--- config.mk ---
export PLATFORM = sky130hd
export DESIGN_NAME = i2c_bus_monitor
export DESIGN_NICKNAME = d
export VERILOG_FILES = /design/src/rtl/i2c_pkg.sv /design/src/rtl/i2c_line_filter.sv /design/src/rtl/i2c_bus_monitor.sv
export SDC_FILE = /design/constraint.sdc
export NUM_CORES = 1
export LEC_CHECK = 0
export CAP_MARGIN = 20
export CORE_UTILIZATION = 52
export DETAILED_ROUTE_END_ITERATION = 8
export PLACE_DENSITY = 0.83
export SLEW_MARGIN = 15
export SYNTH_ARGS = -nofsm -noshare
export SYNTH_HDL_FRONTEND = slang
export SYNTH_SLANG_ARGS = --single-unit
--- constraint.sdc ---
create_clock -name clk -period 2.3 [get_ports clk]
set_clock_uncertainty 0.15 [all_clocks]
set_input_delay 0.46 -clock clk [delete_from_list [all_inputs] [get_ports clk]]
set_output_delay 0.46 -clock clk [all_outputs]
set_load 0.03 [all_outputs]
--- src/rtl/i2c_pkg.sv ---
// i2c_pkg: shared defaults and helpers for the I2C bus monitor and subordinate
package i2c_pkg;

    localparam int I2C_SYNC_STAGES = 2;
    localparam int I2C_FILTER_LEN  = 3;
    localparam int I2C_TIMEOUT     = 1000;

    // Counter width able to hold 0..n, never narrower than one bit
    function automatic int cnt_width(input int n);
        return (n > 0) ? $clog2(n + 1) : 1;
    endfunction

endpackage

--- src/rtl/i2c_line_filter.sv ---
// i2c_line_filter: synchroniser plus stability filter for one open-drain line, idles at 1
module i2c_line_filter
    import i2c_pkg::*;
#(
    parameter int SYNC_STAGES = I2C_SYNC_STAGES,
    parameter int FILTER_LEN  = I2C_FILTER_LEN
) (
    input  logic clk,
    input  logic rst,
    input  logic d_i,
    output logic q_o
);

    localparam int CW = cnt_width(FILTER_LEN);
    localparam logic [CW-1:0] F_LAST = CW'(FILTER_LEN - 1);

    logic [SYNC_STAGES-1:0] sync;
    logic [CW-1:0]          cnt;
    logic                   s;

    assign s = sync[SYNC_STAGES-1];

    // Shift the raw level in, then accept it only after FILTER_LEN consecutive disagreeing samples
    always_ff @(posedge clk) begin
        if (rst) begin
            sync <= '1;
            q_o  <= 1'b1;
            cnt  <= '0;
        end else begin
            sync <= {sync[SYNC_STAGES-2:0], d_i};
            if (s == q_o) begin
                cnt <= '0;
            end else if (cnt == F_LAST) begin
                q_o <= s;
                cnt <= '0;
            end else begin
                cnt <= cnt + CW'(1);
            end
        end
    end

endmodule

--- src/rtl/i2c_bus_monitor.sv ---
// i2c_bus_monitor: filtered SCL/SDA, registered bus-condition strobes, busy tracking and SCL-low timeout
module i2c_bus_monitor
    import i2c_pkg::*;
#(
    parameter int SYNC_STAGES = I2C_SYNC_STAGES,
    parameter int FILTER_LEN  = I2C_FILTER_LEN,
    parameter int TIMEOUT     = I2C_TIMEOUT
) (
    input  logic clk,
    input  logic rst,
    input  logic scl_i,
    input  logic sda_i,
    output logic scl_f,
    output logic sda_f,
    output logic scl_rise,
    output logic scl_fall,
    output logic start,
    output logic rstart,
    output logic stop,
    output logic busy,
    output logic timeout
);

    localparam int TW = cnt_width(TIMEOUT);
    localparam logic [TW-1:0] T_LAST = TW'((TIMEOUT > 0) ? TIMEOUT - 1 : 0);

    logic          scl_q, sda_q;
    logic          start_c, stop_c, fire;
    logic [TW-1:0] tcnt;

    i2c_line_filter #(.SYNC_STAGES(SYNC_STAGES), .FILTER_LEN(FILTER_LEN)) u_scl (
        .clk (clk),
        .rst (rst),
        .d_i (scl_i),
        .q_o (scl_f)
    );

    i2c_line_filter #(.SYNC_STAGES(SYNC_STAGES), .FILTER_LEN(FILTER_LEN)) u_sda (
        .clk (clk),
        .rst (rst),
        .d_i (sda_i),
        .q_o (sda_f)
    );

    // Bus conditions need SCL high on both sides of the SDA edge, so a simultaneous SCL change is data
    always_comb begin
        start_c = sda_q & ~sda_f & scl_q & scl_f;
        stop_c  = ~sda_q & sda_f & scl_q & scl_f;
        fire    = (TIMEOUT != 0) && busy && !scl_f && (tcnt == T_LAST);
    end

    // Delayed lines, registered strobes, busy flag and saturating SCL-low counter
    always_ff @(posedge clk) begin
        if (rst) begin
            scl_q    <= 1'b1;
            sda_q    <= 1'b1;
            scl_rise <= 1'b0;
            scl_fall <= 1'b0;
            start    <= 1'b0;
            rstart   <= 1'b0;
            stop     <= 1'b0;
            timeout  <= 1'b0;
            busy     <= 1'b0;
            tcnt     <= '0;
        end else begin
            scl_q    <= scl_f;
            sda_q    <= sda_f;
            scl_rise <= ~scl_q & scl_f;
            scl_fall <= scl_q & ~scl_f;
            start    <= start_c;
            rstart   <= start_c & busy;
            stop     <= stop_c;
            timeout  <= fire;
            busy     <= start_c ? 1'b1 : (stop_c | fire) ? 1'b0 : busy;
            tcnt     <= (!busy || scl_f || fire) ? '0 : (tcnt == T_LAST) ? tcnt : tcnt + TW'(1);
        end
    end

endmodule

[After elaboration in Yosys (flattened, before gate mapping)]
Cells that the tools add are included.
Operators by class
  mux-type cells: 2
  equal/unequal tests: 5
  add/subtract/negate cells: 3
  reductions and logical operators: 12
  bitwise operators: 16
Operators by type and width (number)
  10-bit by 1-bit adder with 10-bit output, second input constant: 1
  10-bit equality test, second input constant: 1
  1-bit bitwise AND: 9
  1-bit inverter: 6
  3-bit OR reduction: 2
  2-bit by 1-bit adder with 2-bit output, second input constant: 2
  2-bit equality test, second input constant: 2
  2-bit AND reduction: 2
  1-bit equality test: 2
  1-bit logical AND: 2
  1-bit zero test: 2
  1-bit logical OR: 2
  1-bit two-way mux: 2
  2-bit nonzero test: 1
  2-bit OR reduction: 1
  1-bit OR: 1
Storage, ports and cells
  logic and storage cells: 54
  output and inout port bits: 9
  input port bits: 4
  bits in registers: 29

[Longest topological paths before layout]
Gate-level depths: netlist of the first run.
  depth in word-level cells: 7
  gate-level depth with buffers: 5
  mapped depth without buffers: 5

[Cells and area by module]
From an unflattened synthesis of the first run, not the netlist that was laid out.
Second synthesis, totals
  cell total of the unflattened synthesis: 106
  area total of the unflattened synthesis: 1044.8 µm²
By module, submodules not included
  i2c_bus_monitor: times used 1, area an instance 711.9 µm², cells an instance 78, seq. area each 380.4 µm²
  i2c_line_filter: times used 2, area an instance 166.4 µm², cells an instance 14, seq. area each 100.1 µm²

[Worst setup path before layout of the first run]
Ideal clock, no wire load.
  path type: register to register
  start: register tcnt[0]
  end: register tcnt[3]
  arrival: 1.402 ns
  data required time: 2.035 ns
  setup time: 0.115 ns
  cell stages (with the launch flop): 6
  slack: 0.634 ns
  clock period less this slack: 1.666 ns
  path buffers: 0
  path through: dfxtp_1 ha_1 and4bb_1 or3b_1 nand3_2 nor2_1
Between the ends
  cells in the longest elaborated chain, start to end: 4
  elaborated cells on any way between the ends: 5
  those cells by class: add/sub: 1; eq/ne: 1; reduce/logical: 3
Ends and longest elaborated chain
  start, declared: line i2c_bus_monitor.sv:29  | logic [TW-1:0] tcnt;
  start signal, assigned: line i2c_bus_monitor.sv:75  | tcnt <= (!busy || scl_f || fire) ? '0 : (tcnt == T_LAST) ? tcnt : tcnt + TW'(1);
  branches (longest 4 deep; another with 10-bit by 1-bit adder with 10-bit output)
Several ways; the timed one is not identified.
A chain may end at the register's enable or synchronous reset.

[Worst setup path after layout of the first run]
  start: register u_scl.q_o
  end: output scl_f
RTL lines
  start, declared: line i2c_line_filter.sv:11  | output logic q_o
  start signal, assigned: line i2c_line_filter.sv:34  | q_o <= s;
  end, declared: line i2c_bus_monitor.sv:13  | output logic scl_f,
No word-level cell between the ends.

==> reports/results.ini, run 1 <==
[place]
port_buffers=12
dp_hpwl_mm=1.25
place.gp.congestion=0.779
pre_cts_slack_ps=323

[die]
placeableCoreArea_um2=1820
core.rowCount=15
design.die.area_um2=2220
io-pin-count=13
initial_utilization=0.582
die_x_um=47.1
die_h_um=47.1

[synth]
synth_seq_cells=29
synth_cell_type_count=28
yosys.area.top_type=dfxtp_1
yosysSeqAreaShare=0.548
synth.top_cells.by_area=dfxtp_1 55%, nor2_1 5.3%, ha_1 3.5%
synthesis.area_um2=1060
synth_area_per_cell_um2=9.72
synthCells=109
synth.top_cell.area_share=0.548
synthesis.nets=116
synthArstFlopShare=0
netlist_top_cells_count=29 x dfxtp_1, 15 x nor2_1, 6 x nand2_1, 6 x nand3_1
ys.flop_type=dfxtp_1
yosys_warnings=0
yosysMostFrequentCell=dfxtp_1
synth_edf_count=0

[sta]
rsz0062_at_grt=false
worst_pin_slew_ps=375
final-hold-violation-count=0
finalSetupTns_ps=0
timing.fmax_mhz=465
finalSetupViolCount=0
drv_slew=0
min_period_ps=2150
finalWorstSetupSlack_ps=147
period_share=0.936
slew_headroom=0.749

[grt]
grt_first_pass_wirelength_mm=2.83
grt_usage=0.198
grt_pass1_vias=715
grt_overflow=0
antenna_found_initial=0
grt_max_degree=14

[routing]
ant_nets=0
first_iter_violations=15
wl_mm=1.74
drt_first_pass_iters=4
route.detailed.drc=0
vias=779
via_per_inst=5.13
detail_route.wl_per_cell_um=11.5

[clocking]
ctsResizeCount=0
clkTransAtPathRegs_ps=80
cts_buffers=5
clk_latency_ps=310
holdBufCountCts=0
post_cts_buffers=0
htreeDepth=2
cts_root_buffer=clkbuf_4
cts_sinks=29
clockBufferDepth=2
cts_tree=built

[power]
leakagePower_nw=0.437
powerDensity_nw_per_um2=637
peakVddDrop_mv=0.423

[outcome]
outcome=completed

[hold_path]
min_path_type=reg2reg
hold_start=u_sda.cnt[0]$_SDFF_PP0_

[setup_path]
worst-path-buf-inv=1
reg2reg_from=tcnt[0]$_SDFFE_PP0P_
slowest_delay_ps=730
cp_max_fo=9
critical_path_class=reg2out
slowest_stage=clkdlybuf4s50_1
crit_family=buffers and inverters
cp-start-kind=register
cp_data_arrival_time_ps=1540
crit_chain=clkdlybuf4s50_1
crit_path_end_kind=output pin
startpoint=u_scl.q_o$_SDFFE_PP1P_
required_ps=1690

[finish]
n_antenna_cell=0
syn2layout_area_growth_pct=18.1
final_nets=133
drive_above_1_share=0.0945

[flow_run]
timing.max_cap.violations=0

## final cells by class
| cell class | instances | area [um^2] |
|---|---|---|
| clock buffers | 8 | 48.8 |
| multi-input cells | 73 | 452 |
| repair buffers | 12 | 120 |
| flip-flops and latches | 29 | 581 |
| fillers | 161 | 569 |
| well taps | 25 | 31.3 |
| inverters | 5 | 18.8 |
## power breakdown
part | switching, mW | total, mW | internal (mW)
Sequential | 0.00229 | 0.509 | 0.506
Combinational | 0.00671 | 0.0165 | 0.00981
Clock | 0.151 | 0.272 | 0.121
## cells by family after synthesis
| group | after synthesis | synth area share |
|---|---|---|
| simple gates | 52 | 0.266 |
| flops | 29 | 0.548 |
| buf+inv | 7 | 0.0260 |
| compound gates | 11 | 0.0673 |
| xor+xnor | 7 | 0.0579 |
| fa+ha+maj | 3 | 0.0354 |
## cell usage in the layout, fill, tap and decap left out, types with 2 or more instances in the layout
master / count
dfxtp_1: 29
nor2_1: 15
clkdlybuf4s50_1: 12
nand2_1: 6
nand3_1: 6
inv_1: 5
or2_2: 5
clkbuf_4: 5
xor2_1: 4
nand4_1: 4
or3_1: 4
a21oi_1: 3
xnor2_1: 3
ha_1: 3
clkbuf_1: 3
and2_1: 2
a31oi_1: 2
o21ai_0: 2
nor3_1: 2
nor2b_1: 2
a211o_1: 2
## flip-flops by register name (all words and copies together) (netlist names)
register / count
rstart: 1
u_scl.cnt: 2
stop: 1
u_sda.sync: 2
u_sda.q_o: 1
busy: 1
scl_fall: 1
scl_rise: 1
tcnt: 10
u_scl.sync: 2
timeout: 1
scl_q: 1
u_scl.q_o: 1
u_sda.cnt: 2
start: 1
sda_q: 1
## stage by stage
step	total power [mW]	hold WS (ps)	instances	utilization	area, um^2
2_1_floorplan	0.530	239	109	-	1060
3_5_place_dp	0.538	244	144	0.660	1200
3_3_place_gp	0.537	242	144	0.660	1200
4_1_cts	0.811	263	152	0.687	1250
6_report	0.798	260	152	0.687	1250
5_1_grt	0.830	286	152	0.687	1250
## worst paths after layout
check,endpoint,slack [ps],cells after the start
worst max-delay path,scl_f,150,1
worst min-delay path,u_sda.cnt[0]$_SDFF_PP0_,260,1
worst max register to register,busy$_SDFFE_PP0P_,390,5
worst min register to register,u_sda.cnt[0]$_SDFF_PP0_,260,1
## layer usage
layer,GRT usage,routed length (um)
met1,0.229,797
met2,0.306,828
met3,0.0692,76
met4,0.137,40
met5,0,0
Power figures use the tool's default switching activity.
==> run 2, diff against run 1 <==
- CORE_UTILIZATION: 52 -> 34
- PLACE_DENSITY: 0.83 -> 0.61
- SLEW_MARGIN: 15 -> not set
==> reports/results.ini, run 2 (synthesized netlist as in run 1, its figures left out) <==
[die]
die_x_um=57.8  ; +23%
die_h_um=57.8  ; +23%
io-pin-count=13  ; unchanged
core.rowCount=19  ; +4
initial_utilization=0.371  ; -0.211
placeableCoreArea_um2=2850  ; +57%
design.die.area_um2=3340  ; +50%

[power]
peakVddDrop_mv=0.388  ; -8.2%
leakagePower_nw=0.442  ; +1.1%
powerDensity_nw_per_um2=655  ; +2.8%

[clocking]
cts_buffers=5  ; unchanged
clkTransAtPathRegs_ps=80  ; about the same
post_cts_buffers=0  ; unchanged
cts_sinks=29  ; unchanged
cts_tree=built
ctsResizeCount=0  ; unchanged
cts_root_buffer=clkbuf_4
holdBufCountCts=0  ; unchanged
clk_latency_ps=310  ; about the same
clockBufferDepth=2  ; unchanged
htreeDepth=2  ; unchanged

[hold_path]
min_path_type=reg2reg

[routing]
wl_mm=1.70  ; -2.3%
detail_route.wl_per_cell_um=10.8  ; -5.4%
vias=774  ; -0.64%
via_per_inst=4.93  ; -3.8%
route.detailed.drc=2  ; +2
ant_nets=0  ; unchanged
drt_first_pass_iters=6  ; +2
first_iter_violations=13  ; -2

[finish]
final_nets=133  ; unchanged
nFillCells=281  ; +75%
n_antenna_cell=0  ; unchanged
final_core_util=0.443  ; -0.244
drive_above_1_share=0.103  ; +0.00869
final_common_cell=dfxtp_1
final_cell_mix=29 x dfxtp_1, 15 x nor2_1, 12 x clkdlybuf4s50_1
regMostFlops=tcnt
syn2layout_area_growth_pct=19.4
largest_reg_flops=10  ; unchanged

[sta]
period_share=0.933  ; -0.00271
whs_ps=264  ; +3.89 ps
timing.fmax_mhz=466  ; +0.29%
finalSetupViolCount=0  ; unchanged
drv_slew=0  ; unchanged
rsz0062_at_grt=false
finalSetupTns_ps=0  ; unchanged
finalWorstSetupSlack_ps=154  ; +6.22 ps
final-hold-violation-count=0  ; unchanged
slew_headroom=0.714  ; -0.0355
worst_pin_slew_ps=428  ; +53.0 ps
min_period_ps=2150  ; -6.22 ps

[place]
port_buffers=12  ; unchanged
dp_hpwl_mm=1.16  ; -6.9%
pre_cts_slack_ps=331  ; +8.12 ps
place.gp.congestion=0.811  ; +4.1%

[setup_path]
required_ps=1690  ; about the same
critical_path_class=reg2out
reg2reg_slack_ps=450  ; +60 ps
cp_data_arrival_time_ps=1540  ; about the same
endpoint=scl_f
reg2reg_depth=5  ; unchanged
worst-path-buf-inv=1  ; unchanged
slowest_delay_ps=730  ; about the same
cp_max_fo=9  ; unchanged
cp-start-kind=register
reg2reg_from=tcnt[0]$_SDFFE_PP0P_
path_depth=1  ; unchanged
crit_path_end_kind=output pin
slowest_stage=clkdlybuf4s50_1
crit_family=buffers and inverters
startpoint=u_scl.q_o$_SDFFE_PP1P_
crit_chain=clkdlybuf4s50_1
r2r-end=tcnt[6]$_SDFFE_PP0P_

[outcome]
violations=DRC
outcome=finished with violations

[grt]
grt_max_degree=14  ; unchanged
grt_pass1_vias=655  ; -8.4%
grt_first_pass_wirelength_mm=2.73  ; -3.7%
grt_overflow=0  ; unchanged
antenna_found_initial=0  ; unchanged
grt_usage=0.111  ; -0.0867

[flow_run]
timing.max_cap.violations=0  ; unchanged

## run 2: changes by cell type in the layout (fill, tap and decap cells not counted), sizes merged
cell | previous run | this run
clkbuf | 8 | 7
## run 2: metrics by stage
stage | instances | power (mW) | instance area, um^2
global route | 157 | 0.860 | 1260
finish | 157 | 0.829 | 1260
floorplan | 109 | 0.530 | 1060
global placement | 150 | 0.537 | 1210
CTS | 157 | 0.841 | 1260
detailed placement | 150 | 0.538 | 1210
## run 2: worst min path at each step
stage / cells after the start / slack [ps] / startpoint / end
2_1_floorplan: 1 / 240 / u_scl.sync[0]$_SDFF_PP1_ / u_scl.sync[1]$_SDFF_PP1_
3_3_place_gp: 1 / 240 / u_scl.sync[0]$_SDFF_PP1_ / u_scl.sync[1]$_SDFF_PP1_
3_5_place_dp: 1 / 250 / u_scl.sync[0]$_SDFF_PP1_ / u_scl.sync[1]$_SDFF_PP1_
4_1_cts: 1 / 270 / u_sda.cnt[0]$_SDFF_PP0_ / u_sda.cnt[0]$_SDFF_PP0_
5_1_grt: 1 / 280 / u_scl.sync[0]$_SDFF_PP1_ / u_scl.sync[1]$_SDFF_PP1_
6_report: 1 / 260 / u_sda.cnt[0]$_SDFF_PP0_ / u_sda.cnt[0]$_SDFF_PP0_
## run 2: where the power goes
group          switching (mW)  total [mW]  internal [mW]
Clock                   0.159       0.303          0.144
Sequential            0.00238       0.509          0.507
Combinational         0.00720      0.0170        0.00979
## run 2: layout make-up
cell class	instances	area (um^2)	area share
clock buffer	7	55.1	0.0435
inverter	5	18.8	0.0148
multi-input combinational	73	452	0.357
sequential	29	581	0.459
tap	31	38.8	0.0307
timing repair buffer	12	120	0.0950
## run 2: routing by layer
metal / vias up / track usage / share of wire
met5: - / 0 / 0
met1: 353 / 0.137 / 0.51
met4: 0 / 0.0680 / 0.016
met3: 2 / 0.0580 / 0.036
li1: 404 / - / -
met2: 15 / 0.151 / 0.43
